[src/rtl/fifo_pkg.sv]
// Shared types and helpers for the configurable synchronous FIFO.
package fifo_pkg;

  // Read-side behaviour, chosen at elaboration.
  typedef enum logic {
    FIFO_STD,
    FIFO_FWFT
  } fifo_mode_e;

  // True when v is a non-zero power of two.
  function automatic bit is_pow2(input int unsigned v);
    return (v != 0) && ((v & (v - 1)) == 0);
  endfunction

endpackage

[src/rtl/sync_fifo_mem.sv]
// Register-array storage: one synchronous write port, one combinational read port.
module sync_fifo_mem #(
  parameter int unsigned DATA_WIDTH = 8,
  parameter int unsigned FIFO_DEPTH = 32,
  parameter int unsigned ADDR_WIDTH = $clog2(FIFO_DEPTH)
) (
  input  logic                  clk,
  input  logic                  we,
  input  logic [ADDR_WIDTH-1:0] waddr,
  input  logic [DATA_WIDTH-1:0] wdata,
  input  logic [ADDR_WIDTH-1:0] raddr,
  output logic [DATA_WIDTH-1:0] rdata
);

  logic [DATA_WIDTH-1:0] mem [FIFO_DEPTH];

  // Storage is deliberately not reset; occupancy tracking guards stale entries.
  always_ff @(posedge clk) begin
    if (we) begin
      mem[waddr] <= wdata;
    end
  end

  assign rdata = mem[raddr];

endmodule

[src/rtl/sync_fifo_cfg.sv]
// Synchronous FIFO with selectable standard/FWFT read mode, occupancy count,
// almost-full/almost-empty thresholds, synchronous flush and sticky error flags.
module sync_fifo_cfg
  import fifo_pkg::*;
#(
  parameter int unsigned DATA_WIDTH = 8,
  parameter int unsigned FIFO_DEPTH = 32,
  parameter int unsigned ADDR_WIDTH = $clog2(FIFO_DEPTH),
  parameter fifo_mode_e  MODE       = FIFO_FWFT,
  parameter int unsigned AF_THRESH  = FIFO_DEPTH - 2,
  parameter int unsigned AE_THRESH  = 2
) (
  input  logic                  clk,
  input  logic                  rst_n,
  input  logic                  flush,
  input  logic                  wen,
  input  logic [DATA_WIDTH-1:0] wdata,
  output logic                  full,
  output logic                  almost_full,
  input  logic                  ren,
  output logic [DATA_WIDTH-1:0] rdata,
  output logic                  rvalid,
  output logic                  empty,
  output logic                  almost_empty,
  output logic [ADDR_WIDTH:0]   count,
  input  logic                  err_clr,
  output logic                  overflow,
  output logic                  underflow
);

  localparam int unsigned CntWidth = ADDR_WIDTH + 1;

  // Elaboration-time parameter sanity checks.
  if (!is_pow2(FIFO_DEPTH)) begin : g_chk_depth
    $error("sync_fifo_cfg: FIFO_DEPTH must be a power of 2");
  end
  if (AF_THRESH > FIFO_DEPTH) begin : g_chk_af
    $error("sync_fifo_cfg: AF_THRESH must not exceed FIFO_DEPTH");
  end
  if (AE_THRESH >= FIFO_DEPTH) begin : g_chk_ae
    $error("sync_fifo_cfg: AE_THRESH must be below FIFO_DEPTH");
  end

  logic [ADDR_WIDTH-1:0] wr_ptr_q, wr_ptr_d;
  logic [ADDR_WIDTH-1:0] rd_ptr_q, rd_ptr_d;
  logic [ADDR_WIDTH:0]   count_q, count_d;
  logic                  overflow_q, underflow_q;
  logic                  rd_ok, wr_ok;
  logic                  ovf_set, udf_set;
  logic [DATA_WIDTH-1:0] mem_rdata;

  // Status flags decode straight from the registered occupancy.
  assign empty        = (count_q == '0);
  assign full         = (count_q == CntWidth'(FIFO_DEPTH));
  assign almost_full  = (count_q >= CntWidth'(AF_THRESH));
  assign almost_empty = (count_q <= CntWidth'(AE_THRESH));
  assign count        = count_q;
  assign overflow     = overflow_q;
  assign underflow    = underflow_q;

  // Flush masks both requests, so a flushed cycle neither moves data nor flags errors.
  assign rd_ok   = !flush && ren && !empty;
  assign wr_ok   = !flush && wen && (!full || rd_ok);
  assign ovf_set = !flush && wen && !wr_ok;
  assign udf_set = !flush && ren && !rd_ok;

  // Next-state for pointers and occupancy.
  always_comb begin
    wr_ptr_d = wr_ptr_q;
    rd_ptr_d = rd_ptr_q;
    count_d  = count_q;
    if (flush) begin
      wr_ptr_d = '0;
      rd_ptr_d = '0;
      count_d  = '0;
    end else begin
      if (wr_ok) wr_ptr_d = wr_ptr_q + ADDR_WIDTH'(1);
      if (rd_ok) rd_ptr_d = rd_ptr_q + ADDR_WIDTH'(1);
      unique case ({wr_ok, rd_ok})
        2'b10:   count_d = count_q + CntWidth'(1);
        2'b01:   count_d = count_q - CntWidth'(1);
        default: count_d = count_q;
      endcase
    end
  end

  // Pointer, occupancy and sticky error state; a new error beats err_clr.
  always_ff @(posedge clk or negedge rst_n) begin
    if (!rst_n) begin
      wr_ptr_q    <= '0;
      rd_ptr_q    <= '0;
      count_q     <= '0;
      overflow_q  <= 1'b0;
      underflow_q <= 1'b0;
    end else begin
      wr_ptr_q    <= wr_ptr_d;
      rd_ptr_q    <= rd_ptr_d;
      count_q     <= count_d;
      overflow_q  <= ovf_set || (overflow_q && !err_clr);
      underflow_q <= udf_set || (underflow_q && !err_clr);
    end
  end

  sync_fifo_mem #(
    .DATA_WIDTH(DATA_WIDTH),
    .FIFO_DEPTH(FIFO_DEPTH),
    .ADDR_WIDTH(ADDR_WIDTH)
  ) u_mem (
    .clk  (clk),
    .we   (wr_ok),
    .waddr(wr_ptr_q),
    .wdata(wdata),
    .raddr(rd_ptr_q),
    .rdata(mem_rdata)
  );

  if (MODE == FIFO_STD) begin : g_std
    logic [DATA_WIDTH-1:0] rdata_q;
    logic                  rvalid_q;

    // Registered read: head word captured on an accepted pop, valid for one cycle.
    always_ff @(posedge clk or negedge rst_n) begin
      if (!rst_n) begin
        rdata_q  <= '0;
        rvalid_q <= 1'b0;
      end else begin
        rvalid_q <= rd_ok;
        if (rd_ok) rdata_q <= mem_rdata;
      end
    end

    assign rdata  = rdata_q;
    assign rvalid = rvalid_q;
  end else begin : g_fwft
    // Head word shown directly; zeroed while empty so unreset storage never leaks out.
    assign rdata  = empty ? '0 : mem_rdata;
    assign rvalid = !empty;
  end

endmodule

[config.mk]
export PLATFORM = sky130hd
export DESIGN_NAME = sync_fifo_cfg
export DESIGN_NICKNAME = d
export VERILOG_FILES = /design/src/rtl/fifo_pkg.sv /design/src/rtl/sync_fifo_mem.sv /design/src/rtl/sync_fifo_cfg.sv
export SDC_FILE = /design/constraint.sdc
export NUM_CORES = 1
export LEC_CHECK = 0
export CAP_MARGIN = 20
export CELL_PAD_IN_SITES_DETAIL_PLACEMENT = 2
export CELL_PAD_IN_SITES_GLOBAL_PLACEMENT = 2
export CORE_MARGIN = 3
export CORE_UTILIZATION = 48
export CTS_CLUSTER_SIZE = 28
export DETAILED_ROUTE_END_ITERATION = 16
export HOLD_SLACK_MARGIN = 0.06
export PLACE_DENSITY = 0.85
export SYNTH_ARGS = -nofsm -noshare
export SYNTH_HDL_FRONTEND = slang
export SYNTH_SLANG_ARGS = --single-unit
[constraint.sdc]
create_clock -name clk -period 3.1 [get_ports clk]
set_input_delay 0.62 -clock clk [delete_from_list [all_inputs] [get_ports clk]]
set_output_delay 0.62 -clock clk [all_outputs]
set_load 0.01 [all_outputs]
==> metrics <==
height of the die 157 um; hold slack between 0.5 and 0.6 ns; # IOs 35; GR Overflow Total 0; post-layout util approximately three fifths; CP Class flop to primary output; RSZ-0062 raised after global routing true; area share of the largest cell type after synthesis around 70%; crit start category flop; Post-synth EDFFs 256; Starting Density between 40% and 50%; drt wl/cell ~44 um; #FFs+latches synth ~270; CP Capture Type primary output; vias in the first global route 7,155; crit share post-route 110%; diode count 0; Synth area leader edfxtp_1; gpl congestion about 0.79; area delta synth->final 22.6%; pin count of the biggest net entering global routing 35; CTS tree done; VDD IR max a little under 0.4 mV; outcome finished with violations; failing checks negative setup slack; synth unique cells between 40 and 50; layout cell share with drive strength beyond 1 roughly a third; Ys Warns 0; Max Cap Viol 0; die area 24,600 sq um; GR Util All Layers 35.2%; clock tree sinks ~270; reg2reg path depth 10; final setup vio count 9; first-pass GRT wire length about 60,000 um; Pwr Density 812 nW/um^2; synthesized cell area roughly 11,000 sq um; Worst Skew 0.0176 ns; Clk pin slew, worst setup/hold paths roughly 0.07 ns; CTS H-tree depth 1; hold depth 2; ANT nets after route 0; Main synth FF type edfxtp_1; post-DR vias/cell around 7; post-DP HPWL approximately 21,000 um; post-synth net total approximately 580; worst skew pair latency approximately 0.56 ns; synth top area cells edfxtp_1 70%, mux4_2 13%, dfrtp_1 4.1%; Std-Cell Core Area between 20,000 and 25,000 sq um; Least-Margin Pin Slew a little under 1 ns; Row Count 54; initial antenna violation count 1; Syn Area/Cell just under 20 sq um; CTS Hold Buffers Added 0; HP Class flop to flop; drt first pass iters 5; nets ~700; post-synthesis sequential area ratio about three quarters; port buffer count 34; f_max between 0.2 and 0.3 GHz; WP data arrival 2.80 ns; Rel. slew slack 35.4%; Clock Tree Buf Depth 3; ys async rst share under 10%; chip width around 160 um; total CTS buffers 28; Fin. Hold Viols 0; worst setup margin -0.323 ns; Post-Route WL ~42,000 um; Syn Inst Count about 550; DR DRC count 0; Tmin final about 3.4 ns; critical path peak fanout 7; DR vias just under 7,000; WP data required approximately 2.5 ns; Leak between 4 and 5 nW; Slew Viols, Final 0; Iter 0 DRT Violations 980; dpl ws -0.0992 ns; clock root buffer clkbuf_16
[metal layers]
| metal | part of all wire [%] | global-route usage (%) |
|---|---|---|
| met5 | 0.028 | 0 |
| met4 | 5.5 | 14.2 |
| met3 | 8.5 | 6.79 |
| met2 | 49 | 59.3 |
| met1 | 37 | 45.6 |
[path summary, 6_finish.rpt]
| check | startpoint | end | slack [ns] |
|---|---|---|---|
| setup / recovery | rd_ptr_q[0] | rdata[0] | -0.32 |
| hold / removal | overflow | overflow | 0.58 |
| setup reg to reg | count[0] | count[4] | 0.01 |
| hold reg to reg | overflow | overflow | 0.58 |
| max in group asynchronous | rst_n | rd_ptr_q[0] | 1.81 |
| min in group asynchronous | rst_n | wr_ptr_q[4] | 0.60 |
[final cells by class]
cell class	instances	area (sq um)
inverters	7	26.3
clock inverters	12	100
multi-input cells	244	2990
flip-flops and latches	274	8140
clock buffers	37	756
well taps	280	350
fillers	1704	8680
repair buffers	112	1050
[power breakdown]
| group | switching (W) | internal [W] |
|---|---|---|
| sequential | 0.000106 | 0.00411 |
| combinational | 0.00171 | 0.00153 |
| clock | 0.00157 | 0.00187 |
| total | 0.00338 | 0.00750 |
[kinds of logic (layout without fill, tap and decap cells)]
| group | after synthesis | count (layout) | share of synthesized area, % |
|---|---|---|---|
| AO/OA/AOI/OAI | 66 | 66 | 4.84 |
| XOR/XNOR | 8 | 8 | 0.641 |
| adder cells (fa/ha/maj) | 10 | 10 | 1.21 |
| buffers and inverters | 34 | 168 | 1.25 |
| flip-flops | 274 | 274 | 74.4 |
| multiplexers | 71 | 71 | 13.9 |
| AND/OR/NAND/NOR | 89 | 89 | 3.79 |
[through the flow]
stage,std cells,area [sq um],TNS (ns),total power (W)
3_5_place_dp,905,12100,-0.794,0.00684
6_report,966,13400,-2.07,0.0109
2_1_floorplan,552,10900,0,0.00566
4_1_cts,967,13300,-2.01,0.0106
3_3_place_gp,905,12100,-0.0108,0.00665
5_1_grt,966,13400,-2.58,0.0112
[flip-flops by register name, summed over array words and instances, names as in the netlist]
register and flops:
wr_ptr_q 5, u_mem.mem 256, rd_ptr_q 5, underflow 1, count 6, overflow 1
[repair_timing]
action | 4_1_cts | 5_1_grt
cloned | 3 | 0
setup endpoints to repair | 10 | 12
buffers inserted | 10 | 2
pin swaps | 11 | 14
gates resized for setup | 65 | 27
endpoints found under the hold margin | 0 | 0
[cells in the final DEF (no fill, tap or decap), types with 5 or more instances in the layout]
cell type,n
buf_12,10
inv_1,7
mux2_1,5
nor2_1,47
nor2b_1,7
xor2_1,5
dfrtp_1,15
clkdlybuf4s50_1,25
o22ai_2,6
a221oi_2,8
buf_4,62
a22o_4,8
clkbuf_16,29
a221oi_4,8
buf_6,6
nand2_1,9
edfxtp_1,256
a22o_1,8
clkinv_1,8
clkbuf_1,8
mux4_2,64
buf_2,7
ha_1,9
[worst max-delay path, cell delays in order (launching register included)]
cell and delay, ns:
dfrtp_4 0.53, buf_12 0.16, buf_12 0.10, mux4_2 0.51, a22o_4 0.29, a221oi_4 0.32
o22ai_2 0.15, buf_2 0.17
[synth_stat cells (2+ instances only)]
library cell / instances
o21ai_0: 3
o21ai_1: 3
mux2i_1: 2
buf_2: 7
a221oi_1: 16
xnor2_1: 3
mux4_2: 64
edfxtp_1: 256
a21o_1: 2
nor3_1: 3
a22o_1: 16
o32ai_1: 2
nand3_1: 3
or3b_2: 2
or2_2: 3
dfrtp_1: 18
ha_1: 9
nand4_1: 2
o22ai_1: 8
nand2b_1: 3
a21oi_1: 4
a31oi_1: 2
buf_1: 3
clkbuf_1: 17
nor2_1: 47
mux2_1: 5
xor2_1: 5
nand3b_1: 2
o211ai_1: 2
inv_1: 7
nor2b_1: 7
nand2_1: 12
or3_1: 2
Power figures use the tool's default switching activity.
